[src/rtl/ma_stage.sv]
// Memory-access stage: drives the req/ack data port, stalls on wait states,
// and feeds the MA/WB pipeline register plus the EX forwarding path.
module ma_stage #(
  parameter int WIDTH     = 32,
  parameter int WB_WIDTH  = 2,
  parameter int MA_WIDTH  = 2,
  parameter int RDS_WIDTH = 5
) (
  input  logic                 clk,
  input  logic                 reset,
  input  logic [WB_WIDTH-1:0]  i_WB_Ctrl,
  input  logic [MA_WIDTH-1:0]  i_MEM_Ctrl,
  input  logic [WIDTH-1:0]     i_ALU_rslt,
  input  logic [WIDTH-1:0]     i_Rs2_val,
  input  logic [RDS_WIDTH-1:0] i_Rds_addr,
  input  logic [WIDTH-1:0]     i_PC,
  input  logic                 i_Fwrd_Store,
  input  logic [WIDTH-1:0]     i_Data_From_WB,
  input  logic                 i_MAWB_flush,
  input  logic                 i_MAWB_stall,
  output logic                 o_Mem_req,
  output logic                 o_Mem_we,
  output logic [WIDTH-1:0]     o_Mem_addr,
  output logic [WIDTH-1:0]     o_Mem_wdata,
  input  logic                 i_Mem_ack,
  input  logic [WIDTH-1:0]     i_Mem_rdata,
  output logic                 o_Stall_Req,
  output logic                 o_Misaligned,
  output logic [WIDTH-1:0]     o_Data_To_Fwrd,
  output logic [WB_WIDTH-1:0]  o_MAWB_WB,
  output logic [WIDTH-1:0]     o_MAWB_Rslt,
  output logic [RDS_WIDTH-1:0] o_MAWB_Rds_addr,
  output logic [WIDTH-1:0]     o_MAWB_PC
);

  typedef enum logic [1:0] {
    S_IDLE,
    S_WAIT,
    S_DONE
  } state_e;

  state_e               state_q, state_d;
  logic [WIDTH-1:0]     cap_addr_q, cap_addr_d;
  logic [WIDTH-1:0]     cap_wdata_q, cap_wdata_d;
  logic                 cap_we_q, cap_we_d;
  logic [WIDTH-1:0]     buf_q, buf_d;
  logic [WB_WIDTH-1:0]  wb_q, wb_d;
  logic [WIDTH-1:0]     rslt_q, rslt_d;
  logic [RDS_WIDTH-1:0] rds_q, rds_d;
  logic [WIDTH-1:0]     pc_q, pc_d;

  logic                 op;
  logic                 is_st;
  logic                 mis;
  logic [WIDTH-1:0]     st_data;
  logic                 req;
  logic                 we;
  logic [WIDTH-1:0]     addr;
  logic [WIDTH-1:0]     wdata;
  logic                 stall;
  logic                 mis_hit;
  logic [WIDTH-1:0]     res;
  logic [WB_WIDTH-1:0]  wb_eff;

  always_comb begin
    op          = |i_MEM_Ctrl;
    is_st       = i_MEM_Ctrl[1];
    mis         = op & (|i_ALU_rslt[1:0]);
    st_data     = i_Fwrd_Store ? i_Data_From_WB : i_Rs2_val;
    state_d     = state_q;
    cap_addr_d  = cap_addr_q;
    cap_wdata_d = cap_wdata_q;
    cap_we_d    = cap_we_q;
    buf_d       = buf_q;
    req         = 1'b0;
    we          = 1'b0;
    addr        = i_ALU_rslt;
    wdata       = st_data;
    stall       = 1'b0;
    mis_hit     = 1'b0;
    res         = i_ALU_rslt;

    unique case (state_q)
      S_IDLE: begin
        if (op && mis) begin
          mis_hit = 1'b1;
        end else if (op) begin
          req         = 1'b1;
          we          = is_st;
          cap_addr_d  = i_ALU_rslt;
          cap_wdata_d = st_data;
          cap_we_d    = is_st;
          if (i_Mem_ack) begin
            if (!is_st) res = i_Mem_rdata;
            if (i_MAWB_stall) begin
              state_d = S_DONE;
              buf_d   = i_Mem_rdata;
            end
          end else begin
            stall   = 1'b1;
            state_d = S_WAIT;
          end
        end
      end
      S_WAIT: begin
        req   = 1'b1;
        we    = cap_we_q;
        addr  = cap_addr_q;
        wdata = cap_wdata_q;
        if (i_Mem_ack) begin
          if (!cap_we_q) res = i_Mem_rdata;
          buf_d   = i_Mem_rdata;
          state_d = i_MAWB_stall ? S_DONE : S_IDLE;
        end else begin
          stall = 1'b1;
        end
      end
      S_DONE: begin
        if (!cap_we_q) res = buf_q;
        if (!i_MAWB_stall) state_d = S_IDLE;
      end
      default: state_d = S_IDLE;
    endcase

    // Reset masks every handshake output even mid-access.
    o_Mem_req    = req & ~reset;
    o_Mem_we     = we & req & ~reset;
    o_Mem_addr   = addr;
    o_Mem_wdata  = wdata;
    o_Stall_Req  = stall & ~reset;
    o_Misaligned = mis_hit & ~reset;

    wb_eff = mis_hit ? '0 : i_WB_Ctrl;

    wb_d   = wb_q;
    rslt_d = rslt_q;
    rds_d  = rds_q;
    pc_d   = pc_q;
    if (i_MAWB_flush || (!i_MAWB_stall && o_Stall_Req)) begin
      wb_d   = '0;
      rslt_d = '0;
      rds_d  = '0;
      pc_d   = '0;
    end else if (!i_MAWB_stall) begin
      wb_d   = wb_eff;
      rslt_d = res;
      rds_d  = i_Rds_addr;
      pc_d   = i_PC;
    end
  end

  always_ff @(posedge clk) begin
    if (reset) begin
      state_q     <= S_IDLE;
      cap_addr_q  <= '0;
      cap_wdata_q <= '0;
      cap_we_q    <= 1'b0;
      buf_q       <= '0;
      wb_q        <= '0;
      rslt_q      <= '0;
      rds_q       <= '0;
      pc_q        <= '0;
    end else begin
      state_q     <= state_d;
      cap_addr_q  <= cap_addr_d;
      cap_wdata_q <= cap_wdata_d;
      cap_we_q    <= cap_we_d;
      buf_q       <= buf_d;
      wb_q        <= wb_d;
      rslt_q      <= rslt_d;
      rds_q       <= rds_d;
      pc_q        <= pc_d;
    end
  end

  assign o_Data_To_Fwrd  = i_ALU_rslt;
  assign o_MAWB_WB       = wb_q;
  assign o_MAWB_Rslt     = rslt_q;
  assign o_MAWB_Rds_addr = rds_q;
  assign o_MAWB_PC       = pc_q;

endmodule

[config.mk]
export PLATFORM = sky130hd
export DESIGN_NAME = ma_stage
export DESIGN_NICKNAME = d
export VERILOG_FILES = /design/src/rtl/ma_stage.sv
export SDC_FILE = /design/constraint.sdc
export NUM_CORES = 1
export LEC_CHECK = 0
export CORE_ASPECT_RATIO = 1.5
export CORE_MARGIN = 1
export CORE_UTILIZATION = 39
export DETAILED_ROUTE_END_ITERATION = 10
export PLACE_DENSITY = 0.78
export SKIP_LAST_GASP = 1
export SLEW_MARGIN = 10
export SYNTH_ARGS = -nofsm -noshare
export SYNTH_HDL_FRONTEND = slang
export SYNTH_SLANG_ARGS = --single-unit
[constraint.sdc]
create_clock -name clk -period 1.6 [get_ports clk]
set_input_delay 0.24 -clock clk [delete_from_list [all_inputs] [get_ports clk]]
set_output_delay 0.24 -clock clk [all_outputs]
set_load 0.02 [all_outputs]
==> flow_metrics.tcl, run 1 <==
set metrics [dict create \
    slew_headroom 0.601 \
    whs_path_depth 2 \
    critPathKind "flop to flop" \
    fp-row-count 64 \
    holdPathEnd "cap_addr_q[5]$_SDFFE_PP0P_" \
    die_w_um 119 \
    p_per_area_nw_per_um2 770 \
    clockBufferDepth 2 \
    io_pins 346 \
    grt_pass1_vias 9166 \
    pre_cts_slack_ns -0.813 \
    synthCells 908 \
    max_cap_violations 0 \
    p_int_mw 8.61 \
    gp_congestion 0.846 \
    fin_ws_ns -0.433 \
    cts_buffers 17 \
    clock_latency_ns 0.43 \
    reg2reg_slack_ns -0.43 \
    critPathLaunchType "flop" \
    grt.total_usage 0.313 \
    post-route-period-util 1.27 \
    power_mw 12.3 \
    area_growth_pct 98.6 \
    syn_nets 1083 \
    crit_start "state_q[1]$_SDFFE_PP0P_" \
    cp_max_fo 6 \
    grt_pass1_wl_mm 50.8 \
    synth_top_area_share 0.422 \
    tightest_slew_ns 0.598 \
    async_reset_ff_frac 0 \
    synth-edff-count 0 \
    syn_area_um2 8060 \
    p_leak_nw 6.71 \
    clock_sinks 170 \
    crit_arrival_ns 2.36 \
    status "finished with violations" \
    r2r_end "cap_wdata_q[19]$_SDFFE_PP0P_" \
    ff2ff_path_depth 11 \
    switching_share 0.301 \
    timing.fmax_ghz 0.492 \
    cts_tree "done" \
    ant_nets 0 \
    synth_ff_type "dfxtp_1" \
    rsz0062_at_grt "true" \
    hp-class "primary input to flop" \
    finalSetupViolations 270 \
    yosysTopAreaCell "dfxtp_1" \
    hold_viol 0 \
    clk_pin_slew_worst_paths_ns 0.07 \
    slew_violations 0 \
    drive_gt1_frac 0.414 \
    core_um2 20300 \
    nets 1519 \
    start_util 0.396 \
    comb_power_share 0.292 \
    cts_htree_levels 4 \
    drt_first_pass_iters 5 \
    vias 9227 \
    drc_errors 0 \
    hpwl_mm 19.6 \
    via_per_inst 5.70 \
    grt-ovfl-total 0 \
    synth_warnings 0 \
    yosysMostFrequentCell "dfxtp_1" \
    num_antenna_cells 0 \
    ys_ff_latch 170 \
    endpoint_kind "flop" \
    violations "setup timing" \
    synth.yosys.seq_area_share 0.422 \
    routedWlPerCell_um 24.2 \
    cts-root-buf "clkbuf_16" \
    finalCriticalPeriod_ns 2.03 \
    vdd_ir_drop_max_mv 0.667 \
    synth_cell_types 30 \
    antenna_found_initial 0 \
    placed_cell_area_um2 12500 \
    grt_max_degree 84 \
    stdcell_area_um2 16000 \
    seq_power_share 0.371 \
    finalClockSkew_ns 0.00990 \
    io_buffers 345 \
    worstPathRequired_ns 1.93 \
    drt-initial-drc-count 569 \
    wl_mm 39.1 \
    synth_area_leaders "dfxtp_1, mux2i_1, a221oi_1, nand2b_1, nor2_1" \
    synth_common_cells "dfxtp_1, nor2_1, mux2i_1, a21oi_1, nand2_1" \
    reg2reg_from "state_q[1]$_SDFFE_PP0P_" \
    hold_buffers 0 \
    pwr-share-clk 0.337 \
    avgSynthCellArea_um2 8.88 \
    switchingPower_mw 3.71 \
    hp-start "reset" \
    die_h_um 178 \
    dieArea_um2 21300 \
]
timing repair:
item / 4_1_cts / 5_1_grt
resized for setup: 643 / 201
endpoints found under the setup margin: 328 / 278
gates cloned: 28 / 6
pin swaps: 48 / 92
buffers inserted: 40 / 16
metrics by stage:
step,hold WS [ns],setup TNS (ns),utilization,std cells
after floorplan,0.319,-1.18,-,908
after global placement,0.440,-110.68,0.613,1509
after detailed placement,0.444,-119.80,0.613,1509
after CTS,0.0910,-44.45,0.739,1606
after global routing,0.127,-73.49,0.787,1619
final,0.131,-62.73,0.787,1619
flip-flops by register name (all words and copies together) (netlist names):
signal,cells
cap_we_q,1
o_MAWB_WB,2
cap_addr_q,32
o_MAWB_PC,32
o_MAWB_Rds_addr,5
o_MAWB_Rslt,32
state_q,2
buf_q,32
cap_wdata_q,32
power by group through the flow:
stage | clock network (mW) | logic (mW) | registers [mW]
2_1_floorplan | 0 | 1.20 | 4.68
3_3_place_gp | 0 | 2.60 | 4.61
3_5_place_dp | 0 | 2.64 | 4.62
4_1_cts | 4.13 | 3.18 | 4.54
5_1_grt | 4.35 | 3.73 | 4.59
6_report | 4.15 | 3.60 | 4.57
metal layers:
metal | global-route usage | up-vias | share of wire
li1 | - | 4035 | -
met2 | 0.577 | 496 | 0.52
met3 | 0.0723 | 199 | 0.062
met5 | 0 | - | 0
met4 | 0.191 | 0 | 0.078
met1 | 0.320 | 4497 | 0.34
cell usage in the layout, fill, tap and decap left out, types with 3 or more instances in the layout:
cell type / n
clkdlybuf4s50_1: 217
dfxtp_1: 168
buf_4: 104
mux2i_1: 97
buf_6: 86
nor2_1: 72
nand2b_1: 64
a221oi_2: 56
dlygate4sd2_1: 53
nand2_1: 49
inv_1: 33
a21oi_2: 32
mux2_4: 30
a211oi_2: 29
buf_12: 29
nor2_4: 26
buf_16: 24
clkbuf_16: 23
a21oi_4: 20
nand2_4: 18
a21oi_1: 17
nand3_2: 14
nand3_4: 13
nor2_2: 8
buf_8: 8
a221oi_4: 6
nand3_1: 5
mux2i_2: 4
buf_2: 4
nor3b_1: 3
a211oi_1: 3
clkinvlp_4: 3
layout make-up:
class / count / area, um2
Fill cell: 1187 / 4330
Inverter: 33 / 124
Timing Repair Buffer: 531 / 5920
Multi-Input combinational cell: 591 / 5660
Tap cell: 264 / 330
Clock buffer: 20 / 447
Clock inverter: 10 / 119
Sequential cell: 170 / 3410
worst max-delay path, stage by stage (launching register included):
cell,delay [ns]
dfxtp_2,0.33
buf_6,0.12
buf_6,0.12
nor4_4,0.22
buf_4,0.18
buf_6,0.10
and2_4,0.18
buf_6,0.13
buf_6,0.13
buf_16,0.14
nor2_1,0.06
a211oi_1,0.22
kinds of logic after synthesis:
kind of cell | synth area share
and+or+nand+nor | 0.171
DFF | 0.422
AOI/OAI and AO/OA | 0.146
buffers and inverters | 0.0911
muxes | 0.170
worst max path at each step:
stage	cells after the start	slack [ns]	end
floorplan	5	-0.03	o_Mem_addr[0]
global placement	6	-0.81	o_Misaligned
detailed placement	6	-0.81	o_Misaligned
CTS	7	-0.34	o_Mem_wdata[10]
global route	11	-0.47	o_MAWB_Rslt[9]$_SDFFE_PP0N_
finish	11	-0.43	cap_wdata_q[19]$_SDFFE_PP0P_
Power figures use the tool's default switching activity.
==> run 2: changes to the inputs <==
--- a/config.mk
+++ b/config.mk
@@ -7,8 +7,7 @@
 export LEC_CHECK = 0
 export CORE_ASPECT_RATIO = 1.5
-export CORE_MARGIN = 1
 export CORE_UTILIZATION = 39
 export DETAILED_ROUTE_END_ITERATION = 10
-export PLACE_DENSITY = 0.78
+export PLACE_DENSITY = 0.83
 export SKIP_LAST_GASP = 1
 export SLEW_MARGIN = 10
==> constraint.sdc (replaced) <==
create_clock -name clk -period 1.6 [get_ports clk]
set_input_delay 0.48 -clock clk [delete_from_list [all_inputs] [get_ports clk]]
set_output_delay 0.48 -clock clk [all_outputs]
set_load 0.02 [all_outputs]
==> flow_metrics.tcl, run 2 (synthesis results as in run 1) <==
set metrics [dict create \
    multi_input_comb_area_um2 6440 \
    die_w_um 119 \
    violations "setup timing" \
    final_cell_mix "dfxtp_1, clkdlybuf4s50_1, buf_6, buf_4, mux2i_1" \
    stdcell_area_um2 17500 \
    clock_latency_ns 0.43 \
    antenna_found_initial 2 \
    status "finished with violations" \
    hold_viol 0 \
    io_pins 346 \
    hp-class "flop to flop" \
    die_h_um 178 \
    cts_htree_levels 4 \
    final_common_cell "dfxtp_1" \
    p_per_area_nw_per_um2 781 \
    tightest_slew_ns 1.03 \
    drt-initial-drc-count 1021 \
    whs_path_depth 2 \
    grt_pass1_vias 10000 \
    timing.fmax_ghz 0.380 \
    grt_max_degree 90 \
    cp_max_fo 2 \
    post-route-period-util 1.64 \
    endpoint_kind "primary output" \
    max_cap_violations 0 \
    grt-ovfl-total 0 \
    drt_first_pass_iters 5 \
    fp-row-count 64 \
    pre_cts_slack_ns -1.21 \
    drive_gt1_frac 0.540 \
    critPathKind "primary input to primary output" \
    fin_ws_ns -1.03 \
    core_um2 20300 \
    start_util 0.396 \
    ant_nets 0 \
    nets 1576 \
    drc_errors 0 \
    placed_cells 1535 \
    p_leak_nw 7.28 \
    slew_headroom 0.315 \
    cts_tree "done" \
    worstPathRequired_ns 1.12 \
    slew_violations 0 \
    grt_pass1_wl_mm 57.1 \
    layout.cells.non_filler 1682 \
    via_per_inst 6.48 \
    tns_ns -117.67 \
    finalCriticalPeriod_ns 2.63 \
    finalClockSkew_ns 0.0174 \
    wl_mm 55.4 \
    seqCellArea_um2 3410 \
    hpwl_mm 21.0 \
    vias 10900 \
    gp_congestion 0.843 \
    cts_buffers 17 \
    finalSetupViolations 262 \
    clockBufferDepth 2 \
    routedWlPerCell_um 32.9 \
    final_util 0.858 \
    io_buffers 345 \
    ff2ff_path_depth 11 \
    grt.total_usage 0.355 \
    clk_pin_slew_worst_paths_ns 0.07 \
    area_growth_pct 117 \
    placed_cell_area_um2 13300 \
    rsz0062_at_grt "true" \
    clock_sinks 170 \
    fin_hold_ws_ns 0.465 \
    vdd_ir_drop_max_mv 0.918 \
    cts-root-buf "clkbuf_16" \
    fillers 853 \
    dieArea_um2 21300 \
    crit_arrival_ns 2.15 \
    power_mw 13.6 \
    critPathLaunchType "primary input" \
]
run 2: cell types whose count changed in the layout (fill, tap and decap cells not counted), sizes merged, moves of 4 or more:
cell,before,now
buf,255,335
inv,35,39
diode,0,4
clkdlybuf4s15,0,40
clkdlybuf4s50,217,137
dlygate4sd2,53,65
run 2: layout make-up:
class | instances | share of cell area
Sequential cell | 170 | 0.195
Clock buffer | 18 | 0.0252
Timing Repair Buffer | 585 | 0.372
Antenna cell | 4 | 0.000573
Multi-Input combinational cell | 594 | 0.369
Inverter | 33 | 0.00709
Tap cell | 264 | 0.0189
Clock inverter | 14 | 0.0119
run 2: where the power goes:
part / leakage [nW] / switching (mW) / internal, mW
logic: 5.58 / 2.18 / 2.05
clock network: 0.310 / 2.07 / 2.71
registers: 1.39 / 0.205 / 4.42
run 2: routing by layer:
metal,vias up,global-route usage,routed length [um]
met2,1059,0.650,24800
met3,565,0.0748,6530
met5,-,0,75
met1,5113,0.354,16700
met4,4,0.257,7270
li1,4158,-,-
run 2: what timing repair did:
| item | CTS | global route |
|---|---|---|
| endpoints found under the setup margin | 339 | 287 |
| buffers inserted | 56 | 38 |
| resized for setup | 875 | 330 |
| hold buffers | 0 | 0 |
| pin swaps | 66 | 125 |
| endpoints found under the hold margin | 0 | 0 |
| cloned | 33 | 8 |
run 2: path summary, 6_finish.rpt:
path,from,endpoint,slack [ns]
max,i_Rs2_val[3],o_Mem_wdata[3],-1.03
min,o_MAWB_Rslt[2]$_SDFFE_PP0N_,o_MAWB_Rslt[2]$_SDFFE_PP0N_,0.46
max reg2reg,state_q[0]$_SDFFE_PP0P_,o_MAWB_Rslt[26]$_SDFFE_PP0N_,-0.94
min reg2reg,o_MAWB_Rslt[2]$_SDFFE_PP0N_,o_MAWB_Rslt[2]$_SDFFE_PP0N_,0.46
run 2: worst max-delay path: stages:
cell	delay, ns
clkdlybuf4s50_1	0.60
mux2i_2	0.70
a21oi_4	0.18
buf_6	0.18
==> run 3: changes to the inputs <==
Settings changed: CTS_CLUSTER_DIAMETER set to 40.
==> results of run 3 <==
The final DEF is identical to that of run 2; final timing and power are the same.
